`config.mk`:
```
export PLATFORM = sky130hd
export DESIGN_NAME = fht_but_r2
export DESIGN_NICKNAME = d
export VERILOG_FILES = /design/src/rtl/fht_but_r2.sv
export SDC_FILE = /design/constraint.sdc
export NUM_CORES = 1
export LEC_CHECK = 0
export CAP_MARGIN = 40
export CORE_MARGIN = 3
export CORE_UTILIZATION = 55
export DETAILED_ROUTE_END_ITERATION = 10
export DONT_BUFFER_PORTS = 1
export PLACE_DENSITY = 0.7
export SLEW_MARGIN = 20
export SYNTH_ARGS = -nofsm -noshare
export SYNTH_HDL_FRONTEND = slang
export SYNTH_SLANG_ARGS = --single-unit
```
`constraint.sdc`:
```
create_clock -name iCLK -period 9.1 [get_ports iCLK]
set_input_delay 0 -clock iCLK [delete_from_list [all_inputs] [get_ports iCLK]]
set_output_delay 0 -clock iCLK [all_outputs]
set_load 0.05 [all_outputs]
```
`src/rtl/fht_but_r2.sv`:
```
// fht_but_r2: radix-2 FHT butterfly, rotates (x1,x2) by (cos,sin), adds/subtracts from x0, scales by 1/2.
// Optional FHT_BUT_ROUND_EN selects round-half-up instead of floor on the final shift.
module fht_but_r2 #(
  parameter int D_SIZE  = 17,
  parameter int W_SIZE  = 12,
  parameter int W_SHIFT = 10
) (
  input  logic                     iCLK,
  input  logic                     iRESET,
  input  logic signed [D_SIZE-1:0] iX_0,
  input  logic signed [D_SIZE-1:0] iX_1,
  input  logic signed [D_SIZE-1:0] iX_2,
  input  logic signed [W_SIZE-1:0] iSIN,
  input  logic signed [W_SIZE-1:0] iCOS,
  output logic signed [D_SIZE-1:0] oY_0,
  output logic signed [D_SIZE-1:0] oY_1
);
  localparam int MW = D_SIZE + W_SIZE;
  localparam int PW = MW + 1;
  localparam int SW = PW + 1;
`ifdef FHT_BUT_ROUND_EN
  localparam logic signed [SW-1:0] RND = SW'(1) << (W_SHIFT + 1);
`else
  localparam logic signed [SW-1:0] RND = '0;
`endif
  logic signed [MW-1:0]     m1, m2;
  logic signed [PW-1:0]     p_d, p_q;
  logic signed [SW-1:0]     a, s0, s1, t0, t1;
  logic signed [D_SIZE-1:0] y0_d, y0_q, y1_d, y1_q;
  always_comb begin
    m1   = MW'(iCOS) * MW'(iX_1);
    m2   = MW'(iSIN) * MW'(iX_2);
    p_d  = PW'(m1) + PW'(m2);
    a    = SW'(iX_0) <<< (W_SHIFT + 1);
    s0   = a + SW'(p_q);
    s1   = a - SW'(p_q);
    t0   = s0 + RND;
    t1   = s1 + RND;
    y0_d = D_SIZE'(t0 >>> (W_SHIFT + 2));
    y1_d = D_SIZE'(t1 >>> (W_SHIFT + 2));
  end
  always_ff @(posedge iCLK) begin
    if (iRESET) begin
      p_q  <= '0;
      y0_q <= '0;
      y1_q <= '0;
    end else begin
      p_q  <= p_d;
      y0_q <= y0_d;
      y1_q <= y1_d;
    end
  end
  assign oY_0 = y0_q;
  assign oY_1 = y1_q;
endmodule

```
==> run summary <==
Vias in the first global route: 13000
CTS root buf: clkbuf_16
Synth area leaders: fa_1 47%, inv_1 10%, ha_1 9.2%
Layout cells sized above 1: 2.04%
Slew margin rel.: 60.9%
Clock latency on the worst-skew pair: 320 ps
Layout net count: 2538
Total of max-cap violations: 0
Detail Route Antenna Nets: 0
# hold bufs at CTS: 3
Drt total wl: 39400 um
Worst setup startpoint: iCOS[11]
TNS Setup: 0 ps
Total grt overflow: 0
Via Count: 12100
Die Footprint: 0.0350 mm^2
CTS buffer count: 9
Crit start category: input pin
Final Hold Viols: 0
# diodes: 0
Status: finished clean
CTS Buffer Depth: 2
Netlist cell types: 73
Synth top area share: 47.0%
Die X: 187 um
#FFs+latches synth: 63
Post-cts gate resize count: 0
Primary FF master, synth: dfxtp_1
Crit Path Max Fanout: 13
YS warnings: 0
I/O Buffers: 0
Number of synthesized flops with an enable pin: 0
Initial core utilization: 56.4%
DR iter-0 viols: 616
CP endpoint kind: register
Highest clock rate: 165 MHz
CTS tree: built
Syn_area_per_cell: 9.11 um^2
1st-pass router iterations: 5
I/O pin count: 111
Async SR Flop Fraction: 0%
Core Box Area: 0.0320 mm^2
Clock Sinks: 63
First-pass GRT wire length: 66600 um
WL/cell: 16.8 um
Initial antenna violation count: 0
Number of vias per cell: 5.14
Clk slew on worst S/H paths: 50 ps
Postcts setup bufs: 0
Sequential fraction of the synthesis area: 7.00%
Die Y: 187 um
Fin crit share: 66.7%
Unrepaired setup endpoints after global routing: no
P&R area growth vs syn: 3.05%
Time the worst path needs with I/O delays and setup: 6070 ps
CP arrival: 6270 ps
Mapped Area: 0.0180 mm^2
Rows: 65
Detail Placement HPWL: 34800 um
Global Route Usage Sum: 23.4%
Worst r2r src: p_q[11]$_SDFF_PP0_
Synth area leader: fa_1
Post-synth net total: 2610
Slew Limit Fails: 0
Final setup vio count: 0
Residual DRC: 0
Clk_skew: 6.37 ps
GP Congestion: 0.884
Synthesized instance count: 1978
Min-delay src: iRESET
HP Class: input pin to register
Max H-tree Level: 3
Crit Path Class: input pin to register
CP required: 9310 ps
Largest net degree at the start of global routing: 64
Slew at the pin closest to its max-slew limit: 578 ps
worst max-delay path: stages:
cell	delay (ps)
inv_1	300
nor2_1	120
fa_1	500
inv_1	60
fa_1	530
inv_1	50
fa_1	500
fa_1	570
fa_1	430
fa_1	490
inv_1	50
fa_1	500
inv_1	50
ha_1	380
a211oi_1	130
nor2b_1	160
a211oi_2	310
o221ai_2	210
o211a_1	280
o31ai_1	270
mux2_1	360
stage by stage:
step | hold WS [ps] | instances | setup WS, ps | utilization (%) | area (um^2)
after global placement | 78.1 | 2327 | 2890 | 57.0 | 18200
after detailed placement | 79.6 | 2327 | 2730 | 57.0 | 18200
after global routing | 12.5 | 2345 | 2750 | 58.1 | 18600
final | 5.01 | 2345 | 3030 | 58.1 | 18600
after CTS | 5.44 | 2345 | 3040 | 58.1 | 18600
after floorplan | 209 | 1978 | 2880 | - | 18000
worst paths after layout:
kind | endpoint | slack [ps] | cells past startpoint
worst min register to register | oY_0[16]$_SDFF_PP0_ | 620 | 3
worst max-delay path | p_q[27]$_SDFF_PP0_ | 3030 | 21
worst max register to register | oY_0[13]$_SDFF_PP0_ | 6300 | 10
worst min-delay path | oY_1[12]$_SDFF_PP0_ | 5 | 2
cell usage in the layout (no fill, tap or decap), types with 4 or more instances in the layout:
master and instances:
a211oi_1 11, a21o_1 12, a21oi_1 29, a221oi_1 4, a31oi_1 6, and2_1 174, clkbuf_16 9, dfxtp_1 63
fa_1 423, ha_1 132, inv_1 501, nand2_1 216, nand2b_1 17, nand4_1 4, nor2_1 97, nor2b_1 11
nor3_1 10, nor3b_1 4, nor4_1 6, o211ai_1 4, o21a_1 4, o21ai_0 16, o21bai_1 12, o31ai_1 8
or2_2 4, or3_1 6, xnor2_1 48, xor2_1 12
state kept, by name (all words and copies together) (netlist names):
name  cells
oY_1     17
p_q      29
oY_0     17
final cells by class:
type,instances,area [um^2]
fillers,2822,13400
well taps,435,544
inverters,502,1880
repair buffers,3,47.5
flip-flops and latches,63,1260
clock buffers,11,243
multi-input cells,1327,14500
clock inverters,4,70.1
synth_stat cells, drive strengths merged (15+ instances only):
cell type / count
inv: 501
fa: 423
nand2: 216
and2: 174
ha: 132
nor2: 97
clkbuf: 77
dfxtp: 63
xnor2: 48
a21oi: 29
o21ai: 18
nand2b: 17
a21o: 15
layer usage:
layer / wire [um] / track usage (%) / vias up
li1: - / - / 5631
met1: 17600 / 34.2 / 5966
met2: 17500 / 36.8 / 423
met3: 3710 / 4.74 / 40
met4: 561 / 4.65 / 0
met5: 0 / 0 / -
cell families after synthesis:
kind of cell / count (synthesis) / synth area share, %
buffers and inverters: 588 / 12.4
adder cells (fa/ha/maj): 555 / 56.1
XOR/XNOR: 60 / 2.92
AO/OA/AOI/OAI: 139 / 5.71
flip-flops: 63 / 7.00
AND/OR/NAND/NOR: 569 / 15.6
multiplexers: 4 / 0.243
Power is left out: the tool's default activity adds up to more than one toggle a clock period on the data nets, which glitch-free logic cannot reach.
